<file path="src/rtl/fetch_sequencer_pkg.sv">
// Shared definitions for the instruction-fetch sequencer: state encodings,
// default bus IDs and the byte-index width helper.
package fetch_sequencer_pkg;

  typedef enum logic [1:0] {
    IDLE  = 2'd0,
    SETUP = 2'd1,
    LATCH = 2'd2,
    DONE  = 2'd3
  } fetch_state_e;

  localparam int AMID_PC_ID = 0;
  localparam int MID_MEM_ID = 4;
  localparam int SID_IR0_ID = 0;

  // A single-byte instruction still needs a one-bit index register.
  function automatic int idx_width(input int n);
    return (n > 1) ? $clog2(n) : 1;
  endfunction

endpackage

</file>
<file path="src/rtl/fetch_sequencer.sv">
// Instruction-fetch sequencer: copies N_BYTES memory bytes at PC into the IR
// byte slots over the control bus, with wait states, abort and back-to-back fetch.
module fetch_sequencer
  import fetch_sequencer_pkg::*;
#(
  parameter int N_BYTES     = 2,
  parameter int ID_W        = 5,
  parameter int AID_W       = 2,
  parameter int AMID_PC     = AMID_PC_ID,
  parameter int MID_MEM     = MID_MEM_ID,
  parameter int SID_IR_BASE = SID_IR0_ID
) (
  input  logic             clk,
  input  logic             reset,
  input  logic             start,
  input  logic             abort,
  input  logic             mem_ready,
  output logic [AID_W-1:0] AMID,
  output logic             AMID_EN,
  output logic [ID_W-1:0]  MID,
  output logic             MID_EN,
  output logic [ID_W-1:0]  SID,
  output logic             SID_EN,
  output logic             PC_INR,
  output logic             busy,
  output logic             done
);

  localparam int IDX_W = idx_width(N_BYTES);
  localparam logic [IDX_W-1:0] LAST_IDX = IDX_W'(N_BYTES - 1);

  if (N_BYTES < 1 || (SID_IR_BASE + N_BYTES - 1) >= (2 ** ID_W)) begin : g_param_check
    $error("fetch_sequencer: N_BYTES=%0d / SID_IR_BASE=%0d do not fit ID_W=%0d",
           N_BYTES, SID_IR_BASE, ID_W);
  end

  fetch_state_e     state_q, state_d;
  logic [IDX_W-1:0] byte_idx_q, byte_idx_d;
  logic [AID_W-1:0] amid_q, amid_d;
  logic [ID_W-1:0]  mid_q, mid_d, sid_q, sid_d;
  logic             amid_en_q, amid_en_d, mid_en_q, mid_en_d, sid_en_q, sid_en_d;
  logic             pc_inr_q, pc_inr_d, busy_q, busy_d, done_q, done_d;

  always_comb begin
    state_d    = state_q;
    byte_idx_d = byte_idx_q;
    case (state_q)
      IDLE: begin
        if (start && !abort) begin
          state_d    = SETUP;
          byte_idx_d = '0;
        end
      end
      SETUP: begin
        if (abort) begin
          state_d    = IDLE;
          byte_idx_d = '0;
        end else if (mem_ready) begin
          state_d = LATCH;
        end
      end
      LATCH: begin
        if (abort) begin
          state_d    = IDLE;
          byte_idx_d = '0;
        end else if (byte_idx_q == LAST_IDX) begin
          state_d = DONE;
        end else begin
          state_d    = SETUP;
          byte_idx_d = byte_idx_q + 1'b1;
        end
      end
      DONE: begin
        byte_idx_d = '0;
        state_d    = (start && !abort) ? SETUP : IDLE;
      end
      default: begin
        state_d    = IDLE;
        byte_idx_d = '0;
      end
    endcase
  end

  // Outputs are decoded from the next state so the registered copies line up
  // exactly with the state they describe in the following cycle.
  always_comb begin
    amid_d    = '0;
    amid_en_d = 1'b0;
    mid_d     = '0;
    mid_en_d  = 1'b0;
    sid_d     = '0;
    sid_en_d  = 1'b0;
    pc_inr_d  = 1'b0;
    busy_d    = 1'b0;
    done_d    = 1'b0;
    case (state_d)
      SETUP, LATCH: begin
        amid_d    = AID_W'(AMID_PC);
        amid_en_d = 1'b1;
        mid_d     = ID_W'(MID_MEM);
        mid_en_d  = 1'b1;
        sid_d     = ID_W'(SID_IR_BASE) + ID_W'(byte_idx_d);
        busy_d    = 1'b1;
        if (state_d == LATCH) begin
          sid_en_d = 1'b1;
          pc_inr_d = 1'b1;
        end
      end
      DONE:    done_d = 1'b1;
      default: ;
    endcase
  end

  always_ff @(posedge clk) begin
    if (reset) begin
      state_q    <= IDLE;
      byte_idx_q <= '0;
      amid_q     <= '0;
      amid_en_q  <= 1'b0;
      mid_q      <= '0;
      mid_en_q   <= 1'b0;
      sid_q      <= '0;
      sid_en_q   <= 1'b0;
      pc_inr_q   <= 1'b0;
      busy_q     <= 1'b0;
      done_q     <= 1'b0;
    end else begin
      state_q    <= state_d;
      byte_idx_q <= byte_idx_d;
      amid_q     <= amid_d;
      amid_en_q  <= amid_en_d;
      mid_q      <= mid_d;
      mid_en_q   <= mid_en_d;
      sid_q      <= sid_d;
      sid_en_q   <= sid_en_d;
      pc_inr_q   <= pc_inr_d;
      busy_q     <= busy_d;
      done_q     <= done_d;
    end
  end

  assign AMID    = amid_q;
  assign AMID_EN = amid_en_q;
  assign MID     = mid_q;
  assign MID_EN  = mid_en_q;
  assign SID     = sid_q;
  assign SID_EN  = sid_en_q;
  assign PC_INR  = pc_inr_q;
  assign busy    = busy_q;
  assign done    = done_q;

endmodule

</file>
<file path="config.mk">
export PLATFORM = sky130hd
export DESIGN_NAME = fetch_sequencer
export DESIGN_NICKNAME = d
export VERILOG_FILES = /design/src/rtl/fetch_sequencer_pkg.sv /design/src/rtl/fetch_sequencer.sv
export SDC_FILE = /design/constraint.sdc
export NUM_CORES = 1
export LEC_CHECK = 0
export CORE_MARGIN = 2
export CORE_UTILIZATION = 25
export CTS_BUF_LIST = sky130_fd_sc_hd__clkbuf_16
export DETAILED_ROUTE_END_ITERATION = 8
export PLACE_DENSITY = 0.56
export RECOVER_POWER = 50
export SLEW_MARGIN = 25
export SYNTH_ARGS = -nofsm -noshare
export SYNTH_HDL_FRONTEND = slang
export SYNTH_SLANG_ARGS = --single-unit
</file>
<file path="constraint.sdc">
create_clock -name clk -period 4.14 [get_ports clk]
set_input_delay 0.828 -clock clk [delete_from_list [all_inputs] [get_ports clk]]
set_output_delay 0.828 -clock clk [all_outputs]
set_load 0.02 [all_outputs]
</file>
* Word-level counts from Yosys, hierarchy flattened *
Index checks and enable logic that the tools add are counted.

word-level totals
  output and inout port bits = 18
  bits of input ports = 5
  logic and storage cells = 37
  register bits = 16

operators by class
  reductions and logical operators = 5
  muxes and demuxes = 16
  equality and inequality tests = 6
  $add $sub $neg = 1
  bitwise gates (word level) = 1

operators with widths
  operator             number
  $mux 2               5
  $eq 2x2->1 const B   4
  $mux 1               8
  $pmux 2 s4           1
  $eq 2x1->1 const B   2
  $pmux 1 s4           1
  $reduce_or 2->1      2
  $mux 3               1
  $logic_not 2->1      1
  $add 1x1->1 const B  1
  $logic_and 1x1->1    1
  $logic_not 1->1      1
  $not 1->1            1

* Logic depth before layout (Yosys ltp) *
Gate-level depths: netlist of run 1.

  depth in word-level cells = 8
  depth in mapped cells = 5
  gate-level depth less buffers = 5

* Worst setup path after synthesis of run 1 *
No wires, ideal clock.

  path type = input to register
  start point = in mem_ready
  end point = reg sid_q[0] (netlist: SID[0])
  slack = 2.461 ns
  data required time = 4.070 ns
  setup time = 0.070 ns
  data arrival time = 1.609 ns
  path buffers = 0
  stages on the path = 5
  cell sequence = nand3b_1 > a21oi_1 > ha_1 > nor2_1 > a21boi_1

between the ends
  longest elaborated chain between the ends = 7
  elaborated cells between the ends (all ways) = 8
  classes of those cells = 2 x eq/ne; 3 x mux; 1 x bitwise; 2 x reduce/logical

ends and longest elaborated chain
  what                                      line                    text
  from (decl)                               fetch_sequencer.sv:17   input logic mem_ready,
  $mux 2 (*)                                fetch_sequencer.sv:58   end else if (mem_ready) begin
  $mux 2 (*)                                fetch_sequencer.sv:55   if (abort) begin
  $pmux 2 s4 (*)                            fetch_sequencer.sv:47   case (state_q)
  via state_d[1]                            fetch_sequencer.sv:37   fetch_state_e state_q, state_d;
  $eq 2x2->1 or $eq 2x1->1 (tied branches)  fetch_sequencer.sv:96   case (state_d)
  $reduce_or 2->1 (*)                       fetch_sequencer.sv:96
  $not 1->1 (no line) (*)                   n/a
  $reduce_or 2->1 (no line) (*)             n/a
  to (signal assigned)                      fetch_sequencer.sv:134  sid_q <= sid_d;
  to (decl)                                 fetch_sequencer.sv:40   logic [ID_W-1:0] mid_q, mid_d, sid_q, sid_d;

Mark *: on every way through the listed nets, which the timed path passes. The rest lies on a longest branch.
A chain may end at the register's enable or synchronous reset.

* Worst setup path after layout of run 1 *
Ends and elaborated chain as after synthesis.

==> impl_metrics.toml, run 1 <==
[run_status]
status = "complete, no violations"

[global_routing]
grt_use_total_pct = 6.84
grt_first_pass_wirelength_um = 848
grt_max_degree = 7
grt_pass1_vias = 235
antenna_found_initial = 0
grt_overflow = 0

[clock_network]
clockBufferDepth = 2
cts_tree = "done"
cts_buffers = 3
post_cts_buffers = 0
clkTransAtPathRegs_ns = 0.04
holdBufCountCts = 0
clock_sinks = 7
htree_levels = 1
ctsResizeCount = 0
worstSkewPairLatency_ns = 0.23
clock-root-buffer = "clkbuf_16"

[sta]
finalHoldViolCount = 0
finalMaxSlewViolations = 0
period_share_pct = 51.1
setup_tns_ns = 0
fmax_mhz = 473
clock_skew_ns = 0.00113
final.min_clock_period_ns = 2.11
setup_slack_ns = 2.03
finalSetupViolCount = 0
rsz0062_at_grt = "false"

[flow_run]
drv_cap = 0

[floorplan]
design.die.area_um2 = 1910
rows = 14
start_util_pct = 26.5
die_h_um = 43.7
core_area_um2 = 1490
num_io_pins = 23
dieWidth_um = 43.7

[detailed_routing]
drt_first_pass_iters = 2
drc = 0
vias = 272
drt_wl_total_um = 559
viasPerCell = 3.89
wl_per_cell_um = 7.99
drtIter0Drc = 5
final_antenna_net_count = 0

[setup_path]
path_class = "input pin to flop"
critPathLaunchType = "input pin"
path_max_fanout = 3
critical_path_buf_inv_count = 1
r2r_end = "SID[0]"
reg2reg_slack_ns = 2.69
crit_slowest_cell = "dlygate4sd3_1"
crit_family = "buffers and inverters"
arrival_ns = 2.27
crit_path_end_kind = "flop"
crit_path_cell_trace = "dlygate4sd3_1 > nand3b_1 > a21oi_1 > ha_1 > nor2_1 > a21boi_1"
r2r_cells = 5
cpPeakStageDelay_ns = 0.53
worstPathRequired_ns = 4.30
reg2reg_from = "state_q[1]"

[pwr]
swShare_pct = 20.3
power_mw = 0.256
vdd_ir_drop_max_mv = 0.242
power.density_nw_per_um2 = 472
p_leak_nw = 0.247
power_frac_seq_pct = 27.7
p_sw_mw = 0.0518
power_frac_comb_pct = 9.9
p_int_mw = 0.204
clock_power_share_pct = 62.4

[finish]
syn2layout_area_growth_pct = 37.5
seq_area_um2 = 140
nets = 62
multi_input_area_um2 = 168
fillers = 149
diodes = 0
drive_gt1_share_pct = 9.26
fin_util_pct = 36.4

[yosys]
yosys-top-cells-area = "dfxtp_1 36%, buf_4 27%, ha_1 6.3%, nand3b_1 3.8%, and4bb_2 3.2%"
netlist.top_cell.by_area = "dfxtp_1"
synth_warnings = 0
avgSynthCellArea_um2 = 9.17
synth-seq-area-share_pct = 35.6
netlist_area_um2 = 394
yosysTopAreaCellShare_pct = 35.6
postSynthCellCount = 43
synth-seq-cells = 7
netlist-cell-type-count = 17

[placement]
gp_congestion = 0.673
port_buffers = 12
hpwl_um = 447
post-place-ws_ns = 1.85

[hold_path]
hold_end = "SID[0]"
hp-class = "flop to flop"
hold_depth = 3
min_from = "byte_idx_q"
==> sequential cells by signal, indices dropped and copies added, names as in the netlist <==
register,count
MID,1
PC_INR,1
SID,1
byte_idx_q,1
done,1
state_q,2
==> metal layers <==
metal / global-route usage (%) / routed length [µm] / vias to the layer above
met1: 5.38 / 219 / 124
met5: 0 / 0 / -
met4: 7.27 / 0 / 0
li1: - / - / 138
met2: 10.3 / 301 / 10
met3: 5.00 / 38 / 0
==> cells in the mapped netlist <==
cell and number:
a2111o_1 1, a21boi_1 1, a21oi_1 2, a31oi_1 1
and2_1 1, and4bb_2 1, buf_4 14, conb_1 1
dfxtp_1 7, ha_1 2, inv_1 3, inv_2 1
nand3b_1 2, nor2_1 2, nor2b_1 2, o211ai_1 1
xor2_1 1
==> final cells by class <==
class	instances	area share [%]
multi-input cells	27	30.9
clock inverters	1	0.693
repair buffers	12	22.2
flip-flops and latches	7	25.9
well taps	16	3.70
clock buffers	3	13.9
inverters	4	2.77
==> per-stage QoR <==
stage          instances  cell area [µm²]  hold slack [ns]
3_5_place_dp          66              463            0.592
2_1_floorplan         52              428            0.543
4_1_cts               70              542            0.595
3_3_place_gp          66              463            0.592
5_1_grt               70              542            0.634
6_report              70              542            0.592
==> worst max path at each step <==
stage          cells past startpoint  slack [ns]  endpoint       from
6_report                           6        2.03    SID[0]  mem_ready
5_1_grt                            6        1.89    SID[0]  mem_ready
4_1_cts                            6        2.09    SID[0]  mem_ready
3_5_place_dp                       6        1.85    SID[0]  mem_ready
3_3_place_gp                       6        1.84    SID[0]  mem_ready
2_1_floorplan                      5        2.46    SID[0]  mem_ready
==> layout by cell type (no fill, tap or decap) <==
cell type / Yosys / layout
a21oi_1: 2 / 2
xor2_1: 1 / 1
ha_1: 2 / 2
dfxtp_1: 7 / 7
nor2b_1: 2 / 2
o211ai_1: 1 / 1
inv_1: 3 / 4
a31oi_1: 1 / 1
a2111o_1: 1 / 1
clkdlybuf4s50_1: 0 / 8
conb_1: 1 / 10
clkbuf_16: 0 / 3
nand3b_1: 2 / 2
inv_2: 1 / 1
nor2_1: 2 / 2
dlygate4sd3_1: 0 / 4
and4bb_2: 1 / 1
and2_1: 1 / 1
a21boi_1: 1 / 1
==> kinds of logic after synthesis <==
logic type               count (synthesis)  share of synthesized area (%)
AO/OA/AOI/OAI                            6                           10.8
XOR/XNOR                                 1                           2.22
adder cells (fa/ha/maj)                  2                           6.35
buffers and inverters                   18                           30.5
flip-flops                               7                           35.6
other                                    1                          0.951
AND/OR/NAND/NOR                          8                           13.7
==> power by group through the flow <==
stage | sequential (mW) | combinational (mW) | clock (mW)
4_1_cts | 0.0708 | 0.0258 | 0.164
5_1_grt | 0.0709 | 0.0273 | 0.171
3_5_place_dp | 0.0718 | 0.0257 | 0
2_1_floorplan | 0.0724 | 0.0241 | 0
3_3_place_gp | 0.0717 | 0.0255 | 0
6_report | 0.0707 | 0.0254 | 0.159
==> worst reg2reg max path, cell delays in order (launching register included) <==
cell and delay [ns]:
dfxtp_1 0.34, xor2_1 0.17, o211ai_1 0.28, ha_1 0.29, nor2_1 0.13, a21boi_1 0.16
Note: power is estimated with default switching activity, not from simulation.
==> inputs of run 2 (changes only) <==
==> constraint.sdc (replaced) <==
create_clock -name clk -period 2.13 [get_ports clk]
set_input_delay 0.426 -clock clk [delete_from_list [all_inputs] [get_ports clk]]
set_output_delay 0.426 -clock clk [all_outputs]
set_load 0.02 [all_outputs]
==> run 2 against run 1 <==
Critical path depth did not move. Die area did not move. Register-to-register slack got worse by 2.0 ns. Clock power rose by 96%. Total power rose by 95%. Non-clock buffer count did not move. Setup slack got worse by 1.6 ns. Global-route usage rose by 1.3 points. Largest power group unchanged. Highest routed layer is now met4.
==> impl_metrics.toml, run 2 (same netlist as run 1, synthesis figures left out) <==
[run_status]
status = "complete, no violations"

[detailed_routing]
drc = 0
viasPerCell = 3.96
wl_per_cell_um = 8.63
final_antenna_net_count = 0
drtIter0Drc = 6
drt_first_pass_iters = 2
drt_wl_total_um = 604
vias = 277

[setup_path]
crit_start = "mem_ready"
reg2reg_slack_ns = 0.67
cp_num_cells = 6
r2r_cells = 5
arrival_ns = 1.90
r2r_end = "SID[0]"
crit_path_cell_trace = "dlygate4sd3_1 > nand3b_1 > a21oi_1 > ha_1 > nor2_1 > a21boi_1"
path_max_fanout = 3
cpPeakStageDelay_ns = 0.52
crit_path_end_kind = "flop"
crit_slowest_cell = "dlygate4sd3_1"
reg2reg_from = "state_q[1]"
worstPathRequired_ns = 2.29
endpoint = "SID[0]"
crit_family = "buffers and inverters"
path_class = "input pin to flop"
critPathLaunchType = "input pin"
critical_path_buf_inv_count = 1

[floorplan]
dieWidth_um = 43.7
die_h_um = 43.7
design.die.area_um2 = 1910
num_io_pins = 23
start_util_pct = 26.5
core_area_um2 = 1490
rows = 14

[clock_network]
ctsResizeCount = 0
htree_levels = 1
clock_sinks = 7
clockBufferDepth = 2
holdBufCountCts = 0
post_cts_buffers = 0
clkTransAtPathRegs_ns = 0.04
worstSkewPairLatency_ns = 0.23
clock-root-buffer = "clkbuf_16"
cts_tree = "done"
cts_buffers = 3

[global_routing]
grt_max_degree = 7
grt_pass1_vias = 252
grt_use_total_pct = 8.11
antenna_found_initial = 0
grt_first_pass_wirelength_um = 1060
grt_overflow = 0

[finish]
diodes = 0
drive_gt1_share_pct = 9.26
largest_reg_flops = 2
layout_commonest_cell = "conb_1"
nets = 62
final_cell_mix = "10 x conb_1, 7 x dfxtp_1, 7 x clkdlybuf4s50_1, 5 x dlygate4sd3_1, 4 x inv_1"
fillers = 149
top_register = "state_q"
syn2layout_area_growth_pct = 37.5

[placement]
gp_congestion = 0.711
port_buffers = 12
hpwl_um = 451

[sta]
setup_tns_ns = 0
final.min_clock_period_ns = 1.75
rsz0062_at_grt = "false"
finalSetupViolCount = 0
period_share_pct = 81.9
finalMaxSlewViolations = 0
clock_skew_ns = 0.00142
fmax_mhz = 573
finalHoldViolCount = 0

[pwr]
p_leak_nw = 0.251
power_mw = 0.497
power.density_nw_per_um2 = 918
vdd_ir_drop_max_mv = 0.353

[flow_run]
drv_cap = 0

[hold_path]
hp-class = "flop to flop"
min_from = "byte_idx_q"
run 2: changes by cell type in the layout (fill, tap and decap cells not counted), sizes merged:
cell / change
clkdlybuf4s50: -1
dlygate4sd3: +1
run 2: metal layers:
metal / track usage (%) / share of wire (%) / vias up
met1: 8.18 / 36 / 128
met5: 0 / 0 / -
li1: - / - / 137
met2: 12.1 / 53 / 10
met3: 2.92 / 7.5 / 2
met4: 9.09 / 2.5 / 0
run 2: layout make-up:
type / count / area, µm² / share of cell area [%]
Timing Repair Buffer: 12 / 120 / 22.2
Multi-Input combinational cell: 27 / 168 / 30.9
Clock buffer: 3 / 75.1 / 13.9
Sequential cell: 7 / 140 / 25.9
Clock inverter: 1 / 3.75 / 0.693
Tap cell: 16 / 20.0 / 3.70
Inverter: 4 / 15.0 / 2.77
run 2: worst reg2reg max path: cells and delay by family (launching register included):
| family | cells | cell delay, ns |
|---|---|---|
| flip-flops | 1 | 0.34 |
| AND/OR/NAND/NOR | 2 | 0.32 |
| adder cells (fa/ha/maj) | 1 | 0.29 |
| AO/OA/AOI/OAI | 2 | 0.44 |
run 2: how the worst min path moves through the flow:
stage / slack (ns) / endpoint / cells past startpoint
2_1_floorplan: 0.50 / byte_idx_q / 1
3_3_place_gp: 0.59 / byte_idx_q / 3
3_5_place_dp: 0.59 / byte_idx_q / 3
4_1_cts: 0.61 / byte_idx_q / 3
5_1_grt: 0.65 / byte_idx_q / 3
6_report: 0.60 / byte_idx_q / 3
run 2: per-stage QoR:
step,utilization (%),std cells,setup WS [ns],cell area (µm²),hold WS (ns)
after detailed placement,31.1,66,0.232,463,0.592
after global routing,36.4,70,0.210,542,0.646
final,36.4,70,0.385,542,0.605
after floorplan,-,52,0.828,428,0.495
after CTS,36.4,70,0.434,542,0.611
after global placement,31.1,66,0.218,463,0.586
run 2: where the power goes:
| group | switching (mW) | internal (mW) | total, mW |
|---|---|---|---|
| logic | 0.0314 | 0.0177 | 0.0491 |
| clock network | 0.0670 | 0.244 | 0.311 |
| registers | 0.00274 | 0.135 | 0.137 |
| total | 0.101 | 0.396 | 0.497 |
